<file path="config.mk">
export PLATFORM = sky130hd
export DESIGN_NAME = weight_loader
export DESIGN_NICKNAME = d
export VERILOG_FILES = /design/src/rtl/weight_loader_pkg.sv /design/src/rtl/weight_shadow_buf.sv /design/src/rtl/weight_loader.sv
export SDC_FILE = /design/constraint.sdc
export NUM_CORES = 1
export LEC_CHECK = 0
export CORE_UTILIZATION = 45
export DETAILED_ROUTE_END_ITERATION = 10
export PLACE_DENSITY = 0.83
export SYNTH_ARGS = -nofsm -noshare
export SYNTH_HDL_FRONTEND = slang
export SYNTH_SLANG_ARGS = --single-unit
</file>
<file path="constraint.sdc">
create_clock -name clk -period 2.4 [get_ports clk]
set_clock_uncertainty 0.1 [all_clocks]
set_input_delay 0.36 -clock clk [delete_from_list [all_inputs] [get_ports clk]]
set_output_delay 0.36 -clock clk [all_outputs]
set_load 0.1 [all_outputs]
</file>
<file path="src/rtl/weight_loader_pkg.sv">
// Shared definitions for the weight-load path: loader FSM state encoding and
// the default weight width / lane count used by the weight registers and the
// multiplier array.
package weight_loader_pkg;

  typedef enum logic [1:0] {
    ST_FILL = 2'd0,
    ST_WAIT = 2'd1,
    ST_LOAD = 2'd2
  } wl_state_e;

  localparam int WL_WEIGHT_BW = 8;
  localparam int WL_NUM_PE    = 4;

  // Width of a lane index; never narrower than one bit.
  function automatic int wl_idx_bw(input int num_lanes);
    return (num_lanes <= 2) ? 1 : $clog2(num_lanes);
  endfunction

endpackage

</file>
<file path="src/rtl/weight_shadow_buf.sv">
// Shadow register file holding one weight set while it is being assembled.
// Each lane has its own write enable; clr wipes every lane to zero so a short
// set leaves its unwritten lanes at zero. Lanes are exposed on a flat bus with
// lane i at bits [i*WEIGHT_BW +: WEIGHT_BW].
module weight_shadow_buf
  import weight_loader_pkg::*;
#(
  parameter int WEIGHT_BW = WL_WEIGHT_BW,
  parameter int NUM_PE    = WL_NUM_PE
) (
  input  logic                        clk,
  input  logic                        rst,
  input  logic                        clr,
  input  logic [NUM_PE-1:0]           lane_we,
  input  logic [WEIGHT_BW-1:0]        wr_data,
  output logic [NUM_PE*WEIGHT_BW-1:0] bus
);

  genvar gi;
  generate
    for (gi = 0; gi < NUM_PE; gi++) begin : g_lane
      logic [WEIGHT_BW-1:0] lane_q;

      // Per-lane register: clear wins over a same-cycle write.
      always_ff @(posedge clk) begin
        if (rst || clr) begin
          lane_q <= '0;
        end else if (lane_we[gi]) begin
          lane_q <= wr_data;
        end
      end

      assign bus[gi*WEIGHT_BW +: WEIGHT_BW] = lane_q;
    end
  endgenerate

endmodule

</file>
<file path="src/rtl/weight_loader.sv">
// Weight loader: collects NUM_PE weights from a valid/ready stream into a
// shadow set, waits for load_allow, then broadcasts the set with a one-cycle
// weight_reload strobe. Optional macro WEIGHT_LOADER_ERR_EN adds a sticky
// set_err output flagging short or long sets.
module weight_loader
  import weight_loader_pkg::*;
#(
  parameter int WEIGHT_BW = WL_WEIGHT_BW,
  parameter int NUM_PE    = WL_NUM_PE,
  parameter int CNT_BW    = 16
) (
  input  logic                        clk,
  input  logic                        rst,
  input  logic                        in_valid,
  output logic                        in_ready,
  input  logic [WEIGHT_BW-1:0]        in_data,
  input  logic                        in_last,
  input  logic                        load_allow,
  output logic                        weight_reload,
  output logic [NUM_PE*WEIGHT_BW-1:0] weight_bus,
  output logic [CNT_BW-1:0]           sets_loaded,
  output logic                        busy
`ifdef WEIGHT_LOADER_ERR_EN
  ,
  output logic                        set_err
`endif
);

  localparam int IDX_BW = wl_idx_bw(NUM_PE);
  localparam logic [IDX_BW-1:0] IDX_MAX = IDX_BW'(NUM_PE - 1);

  wl_state_e          state_q, state_d;
  logic [IDX_BW-1:0]  idx_q, idx_d;
  logic [CNT_BW-1:0]  cnt_q, cnt_d;
  logic               accept;
  logic               at_last_lane;
  logic               set_done;
  logic [NUM_PE-1:0]  lane_we;

  assign accept       = in_valid && (state_q == ST_FILL);
  assign at_last_lane = (idx_q == IDX_MAX);
  assign set_done     = accept && (at_last_lane || in_last);

  genvar gi;
  generate
    for (gi = 0; gi < NUM_PE; gi++) begin : g_we
      assign lane_we[gi] = accept && (idx_q == IDX_BW'(gi));
    end
  endgenerate

  // State, lane index and set counter registers.
  always_ff @(posedge clk) begin
    if (rst) begin
      state_q <= ST_FILL;
      idx_q   <= '0;
      cnt_q   <= '0;
    end else begin
      state_q <= state_d;
      idx_q   <= idx_d;
      cnt_q   <= cnt_d;
    end
  end

  // Next-state logic: fill lanes, hold until the array is idle, strobe once.
  always_comb begin
    state_d = state_q;
    idx_d   = idx_q;
    cnt_d   = cnt_q;
    case (state_q)
      ST_FILL: begin
        if (accept) begin
          if (set_done) begin
            idx_d   = '0;
            state_d = ST_WAIT;
          end else begin
            idx_d = idx_q + IDX_BW'(1);
          end
        end
      end
      ST_WAIT: begin
        if (load_allow) begin
          state_d = ST_LOAD;
        end
      end
      ST_LOAD: begin
        cnt_d   = cnt_q + CNT_BW'(1);
        state_d = ST_FILL;
      end
      default: begin
        state_d = ST_FILL;
        idx_d   = '0;
      end
    endcase
  end

  // Leaving LOAD clears the shadow so the next set starts from all-zero lanes.
  weight_shadow_buf #(
    .WEIGHT_BW(WEIGHT_BW),
    .NUM_PE   (NUM_PE)
  ) u_shadow (
    .clk    (clk),
    .rst    (rst),
    .clr    (state_q == ST_LOAD),
    .lane_we(lane_we),
    .wr_data(in_data),
    .bus    (weight_bus)
  );

  assign in_ready      = (state_q == ST_FILL);
  assign weight_reload = (state_q == ST_LOAD);
  assign busy          = (state_q != ST_FILL);
  assign sets_loaded   = cnt_q;

`ifdef WEIGHT_LOADER_ERR_EN
  logic set_err_q;

  // Sticky flag: a set that ends before the last lane, or fills it without in_last.
  always_ff @(posedge clk) begin
    if (rst) begin
      set_err_q <= 1'b0;
    end else if (set_done && !(at_last_lane && in_last)) begin
      set_err_q <= 1'b1;
    end
  end

  assign set_err = set_err_q;
`endif

endmodule
</file>
==> results list <==
- Outcome: complete, no violations
- Area of the multi-input gates: around 1000 µm²
- Kind of end point of the critical path: flip-flop
* P_int: 1.48 mW
* Net switching fraction of the power: 42.7%
- Combinational share of power: 39.8%
* Class of the tightest hold or removal check: reg2reg
* Post-synth EDFFs: 0
- Clk Latency, worst-skew pair: about 300 ps
- The worst pin sits at a relative slew slack of 59.6%.
- The total count of hold-check failures in the final report was 0.
* Filler Cells Inserted: ~410
- Cell variety after synth: 31
- WP data arrival: ~2000 ps
- In the synthesized netlist the async set-or-reset flop fraction comes to 0%.
* I/O Pins: 64
- Seq cells post-synth: 52
- After clock tree synthesis, the repair step resized 0 gates.
- Leftover overflow at the end of global routing: 0
* Placeable Area: about 4500 µm²
- At the worst endpoint, the required time is 2540 ps.
* Net switching power of the design: 1.10 mW
- Area taken by flip-flops and latches: ~1000 µm²
- Setup repair after global routing left no endpoint under its margin.
* Antenna-violating nets left: 0
- The final layout contains 338 nets.
- The routed design has 5080 µm of wire.
- The final-report max-slew violation count was 0.
* Commonest non-fill, non-tap cells in the layout: 54 x buf_4, 52 x dfxtp_1, 41 x nand2_1, 39 x nand3_1, 39 x a21oi_1
- Met2 Routed Length: approximately 2400 µm
* Initial core utilization: 48.4%
- Summing the sequential cell areas from Yosys gives 47.8% of the chip area.
- Row generation in the floorplan step produced 24 rows.
- In this run the cell area of the synthesized design comes to 2180 µm².
- In this run the number of H-tree levels came out at 2.
- The number of setup buffers added after CTS is 0.
* Number of antenna violations at the first check in global routing: 0
- Yosys synthesis warning count: 0
* Count of clock tree sinks: 52
- The library cell used most frequently in the layout, excluding fill and tap cells, is buf_4.
- Die Area: around 5100 µm²
* CTS clock-pin slew for the worst setup and hold paths: 90 ps
* Tot Pwr: 2.58 mW
* Final critical delay including setup and external delays: between 1500 and 2000 ps
- Across the VDD grid, the largest voltage drop is 620 µV.
- Ratio of final minimum period to clock period: 79.0%
- Dividing total power by cell area gives a power density of 910 nW/µm².
- Counting the buffers created by CTS gives 5.
* Area growth from synthesis to final layout: 29.9%
- The via count of the first global-routing pass is 1707.
- Cells fill a little over three fifths of the core in the end.
* Library cell used as clock root buffer: clkbuf_8
* Final Wtd Congestion: 0.764
* Inserted Diodes: 0
* Number of vias per cell after detailed routing: around 5.4
- Derived from the worst setup path, the maximum achievable clock frequency is 528 MHz.
* Wire per inst: 13.8 µm
* CP startpoint kind: flip-flop
* Gate Count Post-Synth: 257
- Global routing used 20.4% of the available tracks across all layers.
- For this block, wires on met1 add up to 2320 µm.
- Of all nets on the critical path, the largest fanout is 8.
- From left edge to right edge, the die measures 71.6 µm.
- Leakage dissipation: about 1.1 nW
* Share of final-layout standard cells stronger than drive strength 1: between 20% and 30%
* Nets in the synthesized netlist: 280
- Iteration-0 DRC Markers: roughly 100
- Total of hold buffers inserted after clock tree synthesis: 0
* Met3 WL: approximately 280 µm
- Dominant synthesized flop cell: dfxtp_1
* Via Count: about 2000
- Signal routing reaches up to met4.
* DRC Markers: 0
- Class of the most critical setup path: reg2reg
- The floorplan step set the die height to 71.6 µm.
- Global-route wire length before repair: ~8000 µm
* Actual transition at the worst max-transition pin: 606 ps
* Number of optimization iterations in the first detailed-route pass: 4
* Maximum number of pins on one net before global-route repair: 33
- Sum of negative setup slack: 0 ps
- Of the total power, registers draw 37.4%.
- The tool flagged a number of max-cap violations equal to 0.
- Setup violators final: 0
- Of the total power, the clock network draws 22.8%.
* Half-perimeter wire length of the detailed placement result: 3660 µm
- The clock passes through at most 2 buffers.
- Port buffering added 63 buffers.
* Clock tree from TritonCTS: yes
- Averaged over all synthesized cells, the footprint is 8.48 µm².
final timing paths:
path / startpoint / to / slack, ps / cells after the start
worst max-delay path: state_q[0] / sets_loaded[15] / 500 / 6
worst min-delay path: u_shadow.g_lane[2].lane_q[7] / u_shadow.g_lane[2].lane_q[7] / 360 / 2
worst max register to register: state_q[0] / sets_loaded[15] / 500 / 6
worst min register to register: u_shadow.g_lane[2].lane_q[7] / u_shadow.g_lane[2].lane_q[7] / 360 / 2
through the flow:
step | hold WS (ps) | std cells | setup WS (ps) | instance area [µm²]
detailed placement | 347 | 360 | 422 | 2720
global route | 380 | 368 | 365 | 2830
finish | 357 | 368 | 505 | 2830
global placement | 343 | 360 | 441 | 2720
CTS | 361 | 368 | 516 | 2830
floorplan | 366 | 257 | 48.4 | 2180
cell usage after synthesis, types with 2 or more instances:
cell	count	area [µm²]
nand3_1	39	195
nand4_1	4	25.0
a21oi_1	39	195
dfxtp_1	52	1040
clkbuf_1	13	48.8
inv_1	5	18.8
or4_1	2	15.0
and2_1	2	12.5
buf_6	2	22.5
ha_1	10	125
mux2i_1	3	30.0
nor2_1	14	52.6
o21ai_0	4	20.0
nand2_1	41	154
xor2_1	8	70.1
or3_1	2	12.5
o31ai_1	2	15.0
nor2b_1	2	12.5
power groups by stage:
stage / Sequential (mW) / Combinational [mW] / Clock (mW)
2_1_floorplan: 1.27 / 0.516 / 0
3_3_place_gp: 0.980 / 1.01 / 0
3_5_place_dp: 0.983 / 1.03 / 0
4_1_cts: 0.963 / 1.03 / 0.599
5_1_grt: 0.973 / 1.09 / 0.631
6_report: 0.964 / 1.03 / 0.588
kinds of logic after synthesis:
group                    Yosys count  share of synthesized area, %
multiplexers                       4                          1.89
AO/OA/AOI/OAI                     47                          11.3
buffers and inverters             21                          4.31
flip-flops                        52                          47.8
adder cells (fa/ha/maj)           10                          5.74
AND/OR/NAND/NOR                  114                          25.4
XOR/XNOR                           9                          3.62
area by class of cell:
cell class,instances,share of cell area [%]
clock buffer,5,2.43
clock inverter,3,1.50
inverter,5,0.663
multi-input combinational,184,37.1
sequential,52,36.8
tap,52,2.30
timing repair buffer,67,19.3
state kept, by name (all words and copies together), names as in the netlist:
signal / flops
idx_q: 2
state_q: 2
u_shadow.g_lane.lane_q: 32
sets_loaded: 16
critical path, cell delays in order (launching register included):
cell and delay [ps]:
dfxtp_1 350, inv_1 120, ha_2 210, and4_4 250
nand4_4 140, or4_1 500, a21oi_1 150
routing by layer:
metal  track usage, %  vias to the layer above
li1                 -                      998
met1             27.8                      918
met2             31.6                       54
met3             3.94                        6
met4             9.15                        0
met5                0                        -
Note: power is estimated with default switching activity, not from simulation.
